`src/rtl/mc_control_v2_if.sv`:
```
// mc_control_v2_if: bus bundle between the datapath/sequencer and the
// multicycle control unit.
//   master : drives OpCode, IMemRdy, Stall; observes all control outputs
//   slave  : the control unit; observes inputs, drives decode/strobes,
//            Halted, Retired and StateOut
interface mc_control_v2_if #(
    parameter int OP_W  = 5,
    parameter int CNT_W = 16
);
    logic [OP_W-1:0]  OpCode;
    logic             IMemRdy;
    logic             Stall;
    logic [3:0]       ULA_OP;
    logic             ULA_B;
    logic             EscIR;
    logic             EscCP;
    logic             EscCondCP;
    logic             EscReg;
    logic             WEnPC;
    logic             IsMulWB;
    logic             HILO;
    logic             HILO_WB;
    logic             MulStart;
    logic             Halted;
    logic [CNT_W-1:0] Retired;
    logic [2:0]       StateOut;

    modport master (
        output OpCode, IMemRdy, Stall,
        input  ULA_OP, ULA_B, EscIR, EscCP, EscCondCP, EscReg, WEnPC,
               IsMulWB, HILO, HILO_WB, MulStart, Halted, Retired, StateOut
    );

    modport slave (
        input  OpCode, IMemRdy, Stall,
        output ULA_OP, ULA_B, EscIR, EscCP, EscCondCP, EscReg, WEnPC,
               IsMulWB, HILO, HILO_WB, MulStart, Halted, Retired, StateOut
    );
endinterface

```
`src/rtl/mc_control_v2.sv`:
```
// mc_control_v2: multicycle control unit for the 16-bit datapath.
// Sequences IF -> ID -> RF -> EX -> (MW x MUL_LAT) -> WB, with HLT as an
// absorbing state, and decodes OpCode into ALU/mux/write-enable controls.
// Ports:
//   CLK      clock
//   RST      synchronous active-high reset
//   bus      mc_control_v2_if slave modport
//            in : OpCode, IMemRdy, Stall
//            out: ULA_OP, ULA_B, EscIR, EscCP, EscCondCP, EscReg, WEnPC,
//                 IsMulWB, HILO, HILO_WB, MulStart, Halted, Retired,
//                 StateOut
// OP_W and CNT_W must match the interface instance.
module mc_control_v2 #(
    parameter int OP_W    = 5,
    parameter int MUL_LAT = 3,
    parameter int CNT_W   = 16
) (
    input  logic           CLK,
    input  logic           RST,
    mc_control_v2_if.slave bus
);
    localparam logic [2:0] S_IF  = 3'd0;
    localparam logic [2:0] S_ID  = 3'd1;
    localparam logic [2:0] S_RF  = 3'd2;
    localparam logic [2:0] S_EX  = 3'd3;
    localparam logic [2:0] S_MW  = 3'd4;
    localparam logic [2:0] S_WB  = 3'd5;
    localparam logic [2:0] S_HLT = 3'd6;

    localparam logic [3:0] ALU_ADD = 4'd0;
    localparam logic [3:0] ALU_SUB = 4'd1;
    localparam logic [3:0] ALU_SLT = 4'd2;
    localparam logic [3:0] ALU_AND = 4'd3;
    localparam logic [3:0] ALU_OR  = 4'd4;
    localparam logic [3:0] ALU_XOR = 4'd5;
    localparam logic [3:0] ALU_BEZ = 4'd6;

    // Counter is loaded on MW entry so that MW lasts exactly MUL_LAT cycles.
    localparam logic [3:0] MW_LOAD = 4'(MUL_LAT - 1);

    logic [2:0]       state_q, state_d;
    logic [3:0]       mw_cnt_q, mw_cnt_d;
    logic [CNT_W-1:0] ret_q, ret_d;

    logic [OP_W-1:0]  op;
    logic             base;
    logic [3:0]       low;
    logic             is_mul, is_halt, no_wr, run;

    assign op      = bus.OpCode;
    assign base    = ~op[4];
    assign low     = op[3:0];
    assign is_mul  = base && (low == 4'd13);
    assign is_halt = !base && (low == 4'd1);
    // No register write for J, BEZ, MUL, and the whole extension set.
    assign no_wr   = !base || (low == 4'd11) || (low == 4'd12) || (low == 4'd13);
    assign run     = ~bus.Stall;

    always_comb begin
        state_d  = state_q;
        mw_cnt_d = mw_cnt_q;
        ret_d    = ret_q;
        case (state_q)
            S_IF:  if (run && bus.IMemRdy) state_d = S_ID;
            S_ID:  if (run) state_d = S_RF;
            S_RF:  if (run) state_d = S_EX;
            S_EX:  if (run) begin
                       if (is_mul) begin
                           state_d  = S_MW;
                           mw_cnt_d = MW_LOAD;
                       end else begin
                           state_d  = S_WB;
                       end
                   end
            S_MW:  if (run) begin
                       if (mw_cnt_q == 4'd0) state_d  = S_WB;
                       else                  mw_cnt_d = mw_cnt_q - 4'd1;
                   end
            S_WB:  if (run) begin
                       ret_d   = ret_q + 1'b1;
                       state_d = is_halt ? S_HLT : S_IF;
                   end
            S_HLT: state_d = S_HLT;
            default: state_d = S_IF;
        endcase
    end

    always_ff @(posedge CLK) begin
        if (RST) begin
            state_q  <= S_IF;
            mw_cnt_q <= 4'd0;
            ret_q    <= '0;
        end else begin
            state_q  <= state_d;
            mw_cnt_q <= mw_cnt_d;
            ret_q    <= ret_d;
        end
    end

    // Moore strobes; the write-type strobes are suppressed while stalled.
    assign bus.EscIR    = run && (state_q == S_ID);
    assign bus.MulStart = run && (state_q == S_EX) && is_mul;
    assign bus.WEnPC    = run && (state_q == S_WB) && !is_halt;
    assign bus.EscReg   = run && (state_q == S_WB) && !no_wr;
    assign bus.Halted   = (state_q == S_HLT);
    assign bus.Retired  = ret_q;
    assign bus.StateOut = state_q;

    // Opcode decode is purely combinational and state-independent.
    always_comb begin
        bus.ULA_OP    = ALU_ADD;
        bus.ULA_B     = 1'b0;
        bus.EscCP     = 1'b0;
        bus.EscCondCP = 1'b0;
        bus.IsMulWB   = 1'b0;
        bus.HILO      = 1'b0;
        bus.HILO_WB   = 1'b0;
        if (base) begin
            case (low)
                4'd0:  bus.ULA_OP = ALU_ADD;
                4'd1:  bus.ULA_OP = ALU_SUB;
                4'd2:  begin bus.ULA_OP = ALU_SLT; bus.ULA_B = 1'b1; end
                4'd3:  bus.ULA_OP = ALU_AND;
                4'd4:  bus.ULA_OP = ALU_OR;
                4'd5:  bus.ULA_OP = ALU_XOR;
                4'd6:  begin bus.ULA_OP = ALU_AND; bus.ULA_B = 1'b1; end
                4'd7:  begin bus.ULA_OP = ALU_OR;  bus.ULA_B = 1'b1; end
                4'd8:  begin bus.ULA_OP = ALU_XOR; bus.ULA_B = 1'b1; end
                4'd9:  begin bus.ULA_OP = ALU_ADD; bus.ULA_B = 1'b1; end
                4'd10: begin bus.ULA_OP = ALU_SUB; bus.ULA_B = 1'b1; end
                4'd11: bus.EscCP = 1'b1;
                4'd12: begin bus.ULA_OP = ALU_BEZ; bus.EscCondCP = 1'b1; end
                4'd13: bus.IsMulWB = 1'b1;
                4'd14: begin bus.HILO = 1'b1; bus.HILO_WB = 1'b1; end
                default: bus.HILO_WB = 1'b1;
            endcase
        end
    end
endmodule
```
`src/flat_wrapper.sv`:
```
// flat-port wrapper written by rule: the top's interface ports become plain ports
module mc_control_v2_flat 
#(
    parameter int OP_W    = 5,
    parameter int MUL_LAT = 3,
    parameter int CNT_W   = 16
)
  (CLK, RST, bus_OpCode, bus_IMemRdy, bus_Stall, bus_ULA_OP, bus_ULA_B, bus_EscIR, bus_EscCP, bus_EscCondCP, bus_EscReg, bus_WEnPC, bus_IsMulWB, bus_HILO, bus_HILO_WB, bus_MulStart, bus_Halted, bus_Retired, bus_StateOut);
  mc_control_v2_if #(.OP_W(OP_W), .CNT_W(CNT_W)) bus_i ();
  input  logic CLK;
  input  logic RST;
  input wire logic [$bits(bus_i.OpCode)-1:0] bus_OpCode;
  input wire logic [$bits(bus_i.IMemRdy)-1:0] bus_IMemRdy;
  input wire logic [$bits(bus_i.Stall)-1:0] bus_Stall;
  output wire logic [$bits(bus_i.ULA_OP)-1:0] bus_ULA_OP;
  output wire logic [$bits(bus_i.ULA_B)-1:0] bus_ULA_B;
  output wire logic [$bits(bus_i.EscIR)-1:0] bus_EscIR;
  output wire logic [$bits(bus_i.EscCP)-1:0] bus_EscCP;
  output wire logic [$bits(bus_i.EscCondCP)-1:0] bus_EscCondCP;
  output wire logic [$bits(bus_i.EscReg)-1:0] bus_EscReg;
  output wire logic [$bits(bus_i.WEnPC)-1:0] bus_WEnPC;
  output wire logic [$bits(bus_i.IsMulWB)-1:0] bus_IsMulWB;
  output wire logic [$bits(bus_i.HILO)-1:0] bus_HILO;
  output wire logic [$bits(bus_i.HILO_WB)-1:0] bus_HILO_WB;
  output wire logic [$bits(bus_i.MulStart)-1:0] bus_MulStart;
  output wire logic [$bits(bus_i.Halted)-1:0] bus_Halted;
  output wire logic [$bits(bus_i.Retired)-1:0] bus_Retired;
  output wire logic [$bits(bus_i.StateOut)-1:0] bus_StateOut;
  assign bus_i.OpCode = bus_OpCode;
  assign bus_i.IMemRdy = bus_IMemRdy;
  assign bus_i.Stall = bus_Stall;
  assign bus_ULA_OP = bus_i.ULA_OP;
  assign bus_ULA_B = bus_i.ULA_B;
  assign bus_EscIR = bus_i.EscIR;
  assign bus_EscCP = bus_i.EscCP;
  assign bus_EscCondCP = bus_i.EscCondCP;
  assign bus_EscReg = bus_i.EscReg;
  assign bus_WEnPC = bus_i.WEnPC;
  assign bus_IsMulWB = bus_i.IsMulWB;
  assign bus_HILO = bus_i.HILO;
  assign bus_HILO_WB = bus_i.HILO_WB;
  assign bus_MulStart = bus_i.MulStart;
  assign bus_Halted = bus_i.Halted;
  assign bus_Retired = bus_i.Retired;
  assign bus_StateOut = bus_i.StateOut;
  mc_control_v2 #(.OP_W(OP_W), .MUL_LAT(MUL_LAT), .CNT_W(CNT_W)) u_core (.CLK(CLK), .RST(RST), .bus(bus_i));
endmodule
```
`config.mk`:
```
export PLATFORM = sky130hd
export DESIGN_NAME = mc_control_v2_flat
export DESIGN_NICKNAME = d
export VERILOG_FILES = /design/src/rtl/mc_control_v2_if.sv /design/src/rtl/mc_control_v2.sv /design/src/flat_wrapper.sv
export SDC_FILE = /design/constraint.sdc
export NUM_CORES = 1
export LEC_CHECK = 0
export ABC_AREA = 1
export ABC_CLOCK_PERIOD_IN_PS = 1700
export CAP_MARGIN = 10
export CORE_MARGIN = 5
export CORE_UTILIZATION = 50
export CTS_BUF_LIST = sky130_fd_sc_hd__clkbuf_8 sky130_fd_sc_hd__clkbuf_16
export CTS_CLUSTER_SIZE = 16
export DETAILED_ROUTE_END_ITERATION = 16
export DONT_BUFFER_PORTS = 1
export GPL_TIMING_DRIVEN = 0
export PLACE_DENSITY = 0.68
export SYNTH_ARGS = -nofsm -noshare
export SYNTH_HDL_FRONTEND = slang
export SYNTH_SLANG_ARGS = --single-unit
```
`constraint.sdc`:
```
create_clock -name CLK -period 1.7 [get_ports CLK]
set_input_delay 0.17 -clock CLK [delete_from_list [all_inputs] [get_ports CLK]]
set_output_delay 0.17 -clock CLK [all_outputs]
set_load 0.005 [all_outputs]
```
# ---- Yosys cells after proc, flatten, opt, wreduce, memory -nomap -nowiden
# Index checks and enable logic that the tools add are counted.
dict set report word_totals {
  regBits 23
}
dict set report op_classes {
  bitwise_logic 2
  add_sub_neg 2
  reduce_logical 27
  eq_ne 29
  muxes 29
}
# operator count
set op_table {}
lappend op_table {{4-bit == test (second input constant)} 7}
lappend op_table {{3-bit 2-to-1 mux} 8}
lappend op_table {{3-bit case mux with 7 select lines} 1}
lappend op_table {{4-bit 2-to-1 mux} 5}
lappend op_table {{3-bit case mux with 6 select lines} 1}
lappend op_table {{16-bit by 1-bit adder with 16-bit output (second input constant)} 1}
lappend op_table {{4-bit by 3-bit == test with 1-bit output (second input constant)} 4}
lappend op_table {{14-bit OR reduction} 1}
lappend op_table {{1-bit 2-to-1 mux} 13}
lappend op_table {{2-bit inequality test (second input constant)} 6}
lappend op_table {{3-bit == test (second input constant)} 3}
lappend op_table {{1-bit logical AND} 9}
lappend op_table {{4-bit by 2-bit == test with 1-bit output (second input constant)} 2}
lappend op_table {{4-bit zero test} 2}
lappend op_table {{4-bit case mux with 2 select lines} 1}
lappend op_table {{2-bit OR reduction} 4}
lappend op_table {{7-bit AND reduction} 1}
lappend op_table {{3-bit by 2-bit == test with 1-bit output (second input constant)} 2}
lappend op_table {{2-bit by 1-bit inequality test with 1-bit output (second input constant)} 3}
lappend op_table {{6-bit OR reduction} 1}
lappend op_table {{5-bit AND reduction} 1}
lappend op_table {{4-bit by 1-bit == test with 1-bit output (second input constant)} 1}
lappend op_table {{4-bit by 1-bit subtractor with 4-bit output (second input constant)} 1}
lappend op_table {{3-bit by 1-bit == test with 1-bit output (second input constant)} 1}
lappend op_table {{other kinds (6)} 10}

# ---- Depth between registers and ports, before layout
# Gate-level depths: netlist (run 1).
dict set report logic_depth {
  depth_word 6
  depth_mapped 10
}

# ---- Worst setup path before layout (run 1)
# No wires, ideal clock.
dict set report synth_timing {
  path_kind {register -> register}
  start {register u_core.state_q[2] (netlist: u_core.bus.StateOut[2])}
  end {register u_core.mw_cnt_q[0]}
  required_ps 1584
  slack_ps 449
  path_stages_with_launch 8
  t_arrival_ps 1135
  setup_ps 116
  period_less_slack_ps 1251
  path_cell_list {dfxtp_1 -> buf_2 -> inv_1 -> nand3_1 -> a21oi_2 -> nand3_2 -> o21ai_0 -> nor2_1}
}
dict set report synth_between {
  elab_chain_len 3
  word_cells_on_any_way 9
}
# element line
set synth_rtl {}
lappend synth_rtl {{start: declaration} mc_control_v2.sv:41} ;# logic [2:0] state_q, state_d;
lappend synth_rtl {{start signal: assignment} mc_control_v2.sv:94} ;# state_q <= state_d;
lappend synth_rtl {{3-bit by 2-bit == test with 1-bit output / 3-bit == test (equally long branches)} mc_control_v2.sv:63} ;# case (state_q)
lappend synth_rtl {{2-bit by 1-bit inequality test with 1-bit output (no line) (tied with other cells)} n/a}
lappend synth_rtl {{5-bit AND reduction (no line)} n/a}
lappend synth_rtl {{end signal: assignment} mc_control_v2.sv:95} ;# mw_cnt_q <= mw_cnt_d;
lappend synth_rtl {{end: declaration} mc_control_v2.sv:42} ;# logic [3:0] mw_cnt_q, mw_cnt_d;
# Several ways; a longest one is shown, not always the timed one.
# A chain may end at the register's enable or synchronous reset.

# ---- Final worst setup path (run 1)
dict set report layout_timing {
  start {register u_core.state_q[2] (netlist: u_core.bus.StateOut[2])}
  end {output port bus_EscReg}
}
dict set report layout_between {
  elab_chain_len 3
}
# element line
set layout_rtl {}
lappend layout_rtl {{3-bit == test} mc_control_v2.sv:104} ;# assign bus.EscReg = run && (state_q == S_WB) && !no_wr;
lappend layout_rtl {{1-bit logical AND (2 in a row)} mc_control_v2.sv:104}
lappend layout_rtl {{end: declaration} flat_wrapper.sv:20} ;# output wire logic [$bits(bus_i.EscReg)-1:0] bus_EscReg;
# Every way passes these cells.

==> flow_metrics.env, run 1 <==
export IMPL_status="complete, no violations"
export IMPL_path_clk_slew_ns=0.08
export IMPL_cts_setup_buffers=0
export IMPL_async_flop_share_pct=0
export IMPL_cp_data_required_time_ns=1.53
export IMPL_clock_sinks=23
export IMPL_cp_arrival_ns=1.39
export IMPL_crit_chain="buf_2, nand3_2, inv_1, nand2_2, a211oi_2"
export IMPL_cts_tree="done"
export IMPL_gp_congestion=0.8137
export IMPL_synth_area_um2=1499
export IMPL_worst_path_max_fanout=8
export IMPL_slew_viol_final=0
export IMPL_cts_buffer_depth=2
export IMPL_synth_seq_cells=23
export IMPL_min_period_ns=1.564
export IMPL_wire_per_inst_um=11.55
export IMPL_h_tree_depth=1
export IMPL_path_buf_inv=2
export IMPL_antenna_cells=0
export IMPL_cap_violations=0
export IMPL_antenna_found_initial=0
export IMPL_yosysWarnings=0
export IMPL_p_per_area_nw_per_um2=693.5
export IMPL_ios=43
export IMPL_chipHeight_um=64.75
export IMPL_clock_latency_ns=0.26
export IMPL_grt_use_met3_pct=6.045
export IMPL_rsz0062_at_grt="no"
export IMPL_routed_via_density=5.004
export IMPL_cp_slowest_cell="dfxtp_1"
export IMPL_design_area_um2=1598
export IMPL_fin_crit_sh_pct=92.02
export IMPL_grt_pass1_wl_mm=5.375
export IMPL_grt_max_degree=13
export IMPL_port_buffer_count=0
export IMPL_synth_edff_count=0
export IMPL_fin_nets=261
export IMPL_crit_type="register to output port"
export IMPL_finClkSkew_ns=0.002915
export IMPL_num_rows=19
export IMPL_hold_viol=0
export IMPL_stdcell_count=279
export IMPL_synth_seq_area_share_pct=30.72
export IMPL_first_pass_iters=4
export IMPL_final_core_util_pct=56.96
export IMPL_p_leak_nw=0.7282
export IMPL_grt_use_total_pct=15.79
export IMPL_post_place_cells=274
export IMPL_ir_drop_mv=0.5100
export IMPL_ys_types=28
export IMPL_tns_ns=0
export IMPL_area_growth_synth_to_final_pct=6.594
export IMPL_dp_hpwl_mm=2.471
export IMPL_numCtsBuffers=3
export IMPL_end_kind="output port"
export IMPL_drt_wl_total_mm=3.222
export IMPL_syn_avg_cell_area_um2=6.168
export IMPL_syn_num_nets=255
export IMPL_synthCells=243
export IMPL_fmax_mhz=639.3
export IMPL_die_x_um=64.75
export IMPL_critPathTopFamily="flip-flops"
export IMPL_synth_area_leaders="dfxtp_1 31%, nand2_1 13%, nor2_1 11%"
export IMPL_yosysTopAreaCell="dfxtp_1"
export IMPL_met1_usage_pct=19.96
export IMPL_overflow=0
export IMPL_drt_iter0_drc=46
export IMPL_power_total_mw=1.108
export IMPL_remaining_drc_errors=0
export IMPL_synth_most_common_cell="nand2_1"
export IMPL_synth_common_cells="53 x nand2_1, 45 x nor2_1, 40 x inv_1, 23 x dfxtp_1"
export IMPL_core_um2=2805
export IMPL_critPathLaunchType="register"
export IMPL_slowest_delay_ns=0.36
export IMPL_vias=1396
export IMPL_start_util_pct=53.43
export IMPL_grt_pass1_vias=1211
export IMPL_synth_top_area_share_pct=30.72
export IMPL_setup_viol_count_final=0
export IMPL_drive_gt1_share_pct=9.677
export IMPL_grtUsageMet2_pct=25.29
export IMPL_busiest_layer="met2"
export IMPL_dieArea_um2=4193
export IMPL_min_path_type="input pin to register"
export IMPL_post_dp_cell_area_um2=1538
export IMPL_postRouteAntennaNets=0
export IMPL_cts_root_buf="clkbuf_8"
export IMPL_ys_dominant_reg_cell="dfxtp_1"
-- flip-flops by register name, summed over array words and instances (netlist names) --
name,count
u_core.mw_cnt_q,4
u_core.bus.Retired,16
u_core.bus.StateOut,3
-- final timing paths --
path | startpoint | to | slack, ns | depth (start not counted)
hold / removal | bus_Stall | u_core.mw_cnt_q[2] | 0.11 | 3
setup / recovery | u_core.bus.StateOut[2] | bus_EscReg | 0.14 | 5
setup reg to reg | u_core.bus.StateOut[0] | u_core.mw_cnt_q[0] | 0.21 | 5
hold reg to reg | u_core.mw_cnt_q[2] | u_core.mw_cnt_q[2] | 0.49 | 2
-- layer usage --
layer | wire (um) | vias to the layer above
met1 | 1602 | 595
met4 | 29 | 0
li1 | - | 767
met3 | 239 | 4
met2 | 1350 | 30
met5 | 0 | -
-- timing repair --
action / 4_1_cts / 5_1_grt
endpoints found under the hold margin: 6 / 0
hold buffers: 1 / 0
endpoints found under the setup margin: 0 / 1
resized for setup: 0 / 1
-- worst min-delay path: stages --
cell     delay [ns]
a21oi_2        0.03
nand4_1        0.06
a21oi_1        0.06
-- cell type report --
class                      count  area, um2
inverter                      40      150.1
tap                           31      38.79
timing repair buffer           1      10.01
clock inverter                 1      3.754
multi-input combinational    175      859.6
clock buffer                   3      41.29
sequential                    23      460.4
buffer                         5      33.78
fill                         290       1207
-- power by group --
group | internal (mW) | total [mW] | switching, mW
registers | 0.556 | 0.582 | 0.0257
logic | 0.0713 | 0.196 | 0.124
clock network | 0.161 | 0.330 | 0.169
total | 0.789 | 1.11 | 0.319
-- per-stage QoR --
stage	hold WS (ns)	setup WS [ns]
floorplan	0.2391	0.4494
global placement	0.2406	0.2619
detailed placement	0.2428	0.2523
CTS	0.1040	0.05684
global route	0.09800	0.01456
finish	0.1070	0.1357
-- layout by cell type (no fill, tap or decap), drive strengths merged, types with 5 or more instances in the layout --
cell | netlist | final
nand2 | 58 | 58
dfxtp | 23 | 23
a21oi | 13 | 13
inv | 40 | 41
nand4 | 7 | 7
o21ai | 12 | 12
nand3 | 13 | 13
buf | 5 | 5
nor2 | 49 | 49
nor3 | 8 | 8
-- kinds of logic (layout without fill, tap and decap cells) --
logic type / Yosys count / after routing / share of synthesized area, %
buffers and inverters: 45 / 50 / 12.27
xor gates and xnor gates: 4 / 4 / 2.338
other: 1 / 1 / 0.2502
adders and majority gates: 3 / 3 / 2.504
DFF: 23 / 23 / 30.72
AOI/OAI and AO/OA: 30 / 30 / 11.19
and+or+nand+nor: 137 / 137 / 40.73
(Power assumes the default switching activity.)
==> run 2: changes to the inputs <==
--- a/config.mk
+++ b/config.mk
@@ -8,7 +8,7 @@
 export ABC_AREA = 1
 export ABC_CLOCK_PERIOD_IN_PS = 1700
 export CAP_MARGIN = 10
-export CORE_MARGIN = 5
+export CORE_MARGIN = 2
 export CORE_UTILIZATION = 50
 export CTS_BUF_LIST = sky130_fd_sc_hd__clkbuf_8 sky130_fd_sc_hd__clkbuf_16
 export CTS_CLUSTER_SIZE = 16
==> run 2 against run 1 <==
The flow now finishes with violations (design-rule violations). First-iteration DRC count increased by 85%. Cell count stayed put. Sequential power is essentially flat. Clock power fell by 2%. Design area is the same. Non-clock buffer count is the same. Count of clock-buffer cells in the layout stayed put. Critical path depth is the same. Die area is 18% lower. Largest cell class unchanged.
==> flow_metrics.env, run 2 (synthesis results as in run 1) <==
export IMPL_status="complete, but fails checks"
export IMPL_violations="design-rule violations"
export IMPL_vias=1429
export IMPL_crit_start="u_core.bus.StateOut[2]"
export IMPL_path_clk_slew_ns=0.08
export IMPL_switching_power_mw=0.3105
export IMPL_gp_congestion=0.8064
export IMPL_fin_crit_sh_pct=90.96
export IMPL_clock_sinks=23
export IMPL_hold_depth=3
export IMPL_slew_viol_final=0
export IMPL_drt_iter0_drc=85
export IMPL_setup_viol_count_final=0
export IMPL_cp_arrival_ns=1.38
export IMPL_r2r_start="u_core.bus.Retired[0]"
export IMPL_worst_path_max_fanout=8
export IMPL_timing_hold_ws_ns=0.1228
export IMPL_grt_pass1_wl_mm=5.126
export IMPL_grt_pass1_vias=1205
export IMPL_start_util_pct=53.43
export IMPL_fin_nets=261
export IMPL_core_um2=2805
export IMPL_drt_wl_total_mm=3.023
export IMPL_remaining_drc_errors=4
export IMPL_most_common_layout_cells="53 x nand2_1, 45 x nor2_1, 41 x inv_1, 23 x dfxtp_1"
export IMPL_p_clk_share_pct=29.4
export IMPL_combPwrFrac_pct=17.6
export IMPL_final_core_util_pct=56.96
export IMPL_p_per_area_nw_per_um2=687.8
export IMPL_cp_data_required_time_ns=1.53
export IMPL_h_tree_depth=1
export IMPL_hold_viol=0
export IMPL_fmax_mhz=646.7
export IMPL_first_pass_iters=10
export IMPL_area_growth_synth_to_final_pct=6.594
export IMPL_cp_slowest_cell="dfxtp_1"
export IMPL_rsz0062_at_grt="no"
export IMPL_holdCritStartpoint="bus_Stall"
export IMPL_min_period_ns=1.546
export IMPL_grt_max_degree=13
export IMPL_numCtsBuffers=3
export IMPL_slowest_delay_ns=0.36
export IMPL_seq_power_share_pct=53.0
export IMPL_wire_per_inst_um=10.84
export IMPL_routed_via_density=5.122
export IMPL_reg2reg_to="u_core.bus.Retired[10]"
export IMPL_crit_chain="buf_2, nand3_2, inv_1, nand2_2, a211oi_2"
export IMPL_grt_use_total_pct=18.76
export IMPL_ios=43
export IMPL_die_x_um=58.75
export IMPL_dp_hpwl_mm=2.325
export IMPL_timing_reg2reg_setup_slack_ns=0.24
export IMPL_postRouteAntennaNets=0
export IMPL_clock_latency_ns=0.26
export IMPL_tns_ns=0
export IMPL_dieArea_um2=3452
export IMPL_port_buffer_count=0
export IMPL_p_leak_nw=0.7282
export IMPL_intPower_mw=0.7885
export IMPL_reg2reg_depth=7
export IMPL_num_rows=19
export IMPL_antenna_cells=0
export IMPL_drive_gt1_share_pct=9.677
export IMPL_end_kind="output port"
export IMPL_antenna_found_initial=0
export IMPL_fill_cells=304
export IMPL_chipHeight_um=58.75
export IMPL_largest_register_ff_count=16
export IMPL_min_to="u_core.mw_cnt_q[2]"
export IMPL_cap_violations=0
export IMPL_p_sw_share_pct=28.25
export IMPL_mostFrequentLayoutCell="nand2_1"
export IMPL_ir_drop_mv=0.7297
export IMPL_overflow=0
export IMPL_cts_tree="done"
export IMPL_min_path_type="input pin to register"
export IMPL_cts_buffer_depth=2
export IMPL_crit_type="register to output port"
export IMPL_cts_root_buf="clkbuf_8"
export IMPL_critPathLaunchType="register"
export IMPL_finClkSkew_ns=0.003147
-- run 2: cell counts in the layout (fill, tap and decap cells not counted) --
No cell type changed its count.
-- run 2: power groups by stage --
stage	logic [mW]	clock network (mW)	registers, mW
5_1_grt	0.230	0.360	0.585
4_1_cts	0.194	0.337	0.582
3_3_place_gp	0.189	0	0.595
3_5_place_dp	0.190	0	0.595
6_report	0.194	0.323	0.582
2_1_floorplan	0.164	0	0.588
-- run 2: worst max-delay path by stage --
stage                                        end  slack, ns  depth (start not counted)
after detailed placement  u_core.bus.Retired[12]       0.27                          8
after global routing                  bus_EscReg      0.004                          5
after global placement        u_core.mw_cnt_q[0]       0.28                          5
final                                 bus_EscReg       0.15                          5
after CTS                             bus_EscReg       0.06                          5
after floorplan               u_core.mw_cnt_q[0]       0.45                          7
-- run 2: repair_timing --
action	4_1_cts	5_1_grt
setup endpoints to repair	0	1
endpoints found under the hold margin	6	0
hold buffers	1	0
resized for setup	0	1
setup buffers	0	0
-- run 2: stage by stage --
step / setup slack (ns) / cells / power, mW / cell area [um2]
2_1_floorplan: 0.4494 / 243 / 0.7511 / 1499
3_3_place_gp: 0.2803 / 274 / 0.7838 / 1538
3_5_place_dp: 0.2667 / 274 / 0.7849 / 1538
4_1_cts: 0.06497 / 279 / 1.114 / 1593
5_1_grt: 0.003997 / 279 / 1.175 / 1598
6_report: 0.1537 / 279 / 1.099 / 1598
-- run 2: layer usage --
metal	routed length [um]	GRT usage (%)	share of wire, %	vias up
met1	1471	25.17	49	613
met5	0	0	0	-
met4	19	1.948	0.63	0
met2	1258	30.32	42	41
li1	-	-	-	773
met3	273	6.374	9.0	2
-- run 2: layout make-up --
type                       instances  area, um2  share of cell area, %
clock inverter                     1      3.754                 0.2349
sequential                        23      460.4                  28.82
buffer                             5      33.78                  2.114
multi-input combinational        175      859.6                  53.80
inverter                          40      150.1                  9.397
timing repair buffer               1      10.01                 0.6265
clock buffer                       3      41.29                  2.584
tap                               31      38.79                  2.428
-- run 2: critical path: cells and delay by family, from the launching register on --
kind	cells	cell delay, ns
AOI/OAI and AO/OA	1	0.21
DFF	1	0.36
and+or+nand+nor	2	0.23
buffers and inverters	2	0.32
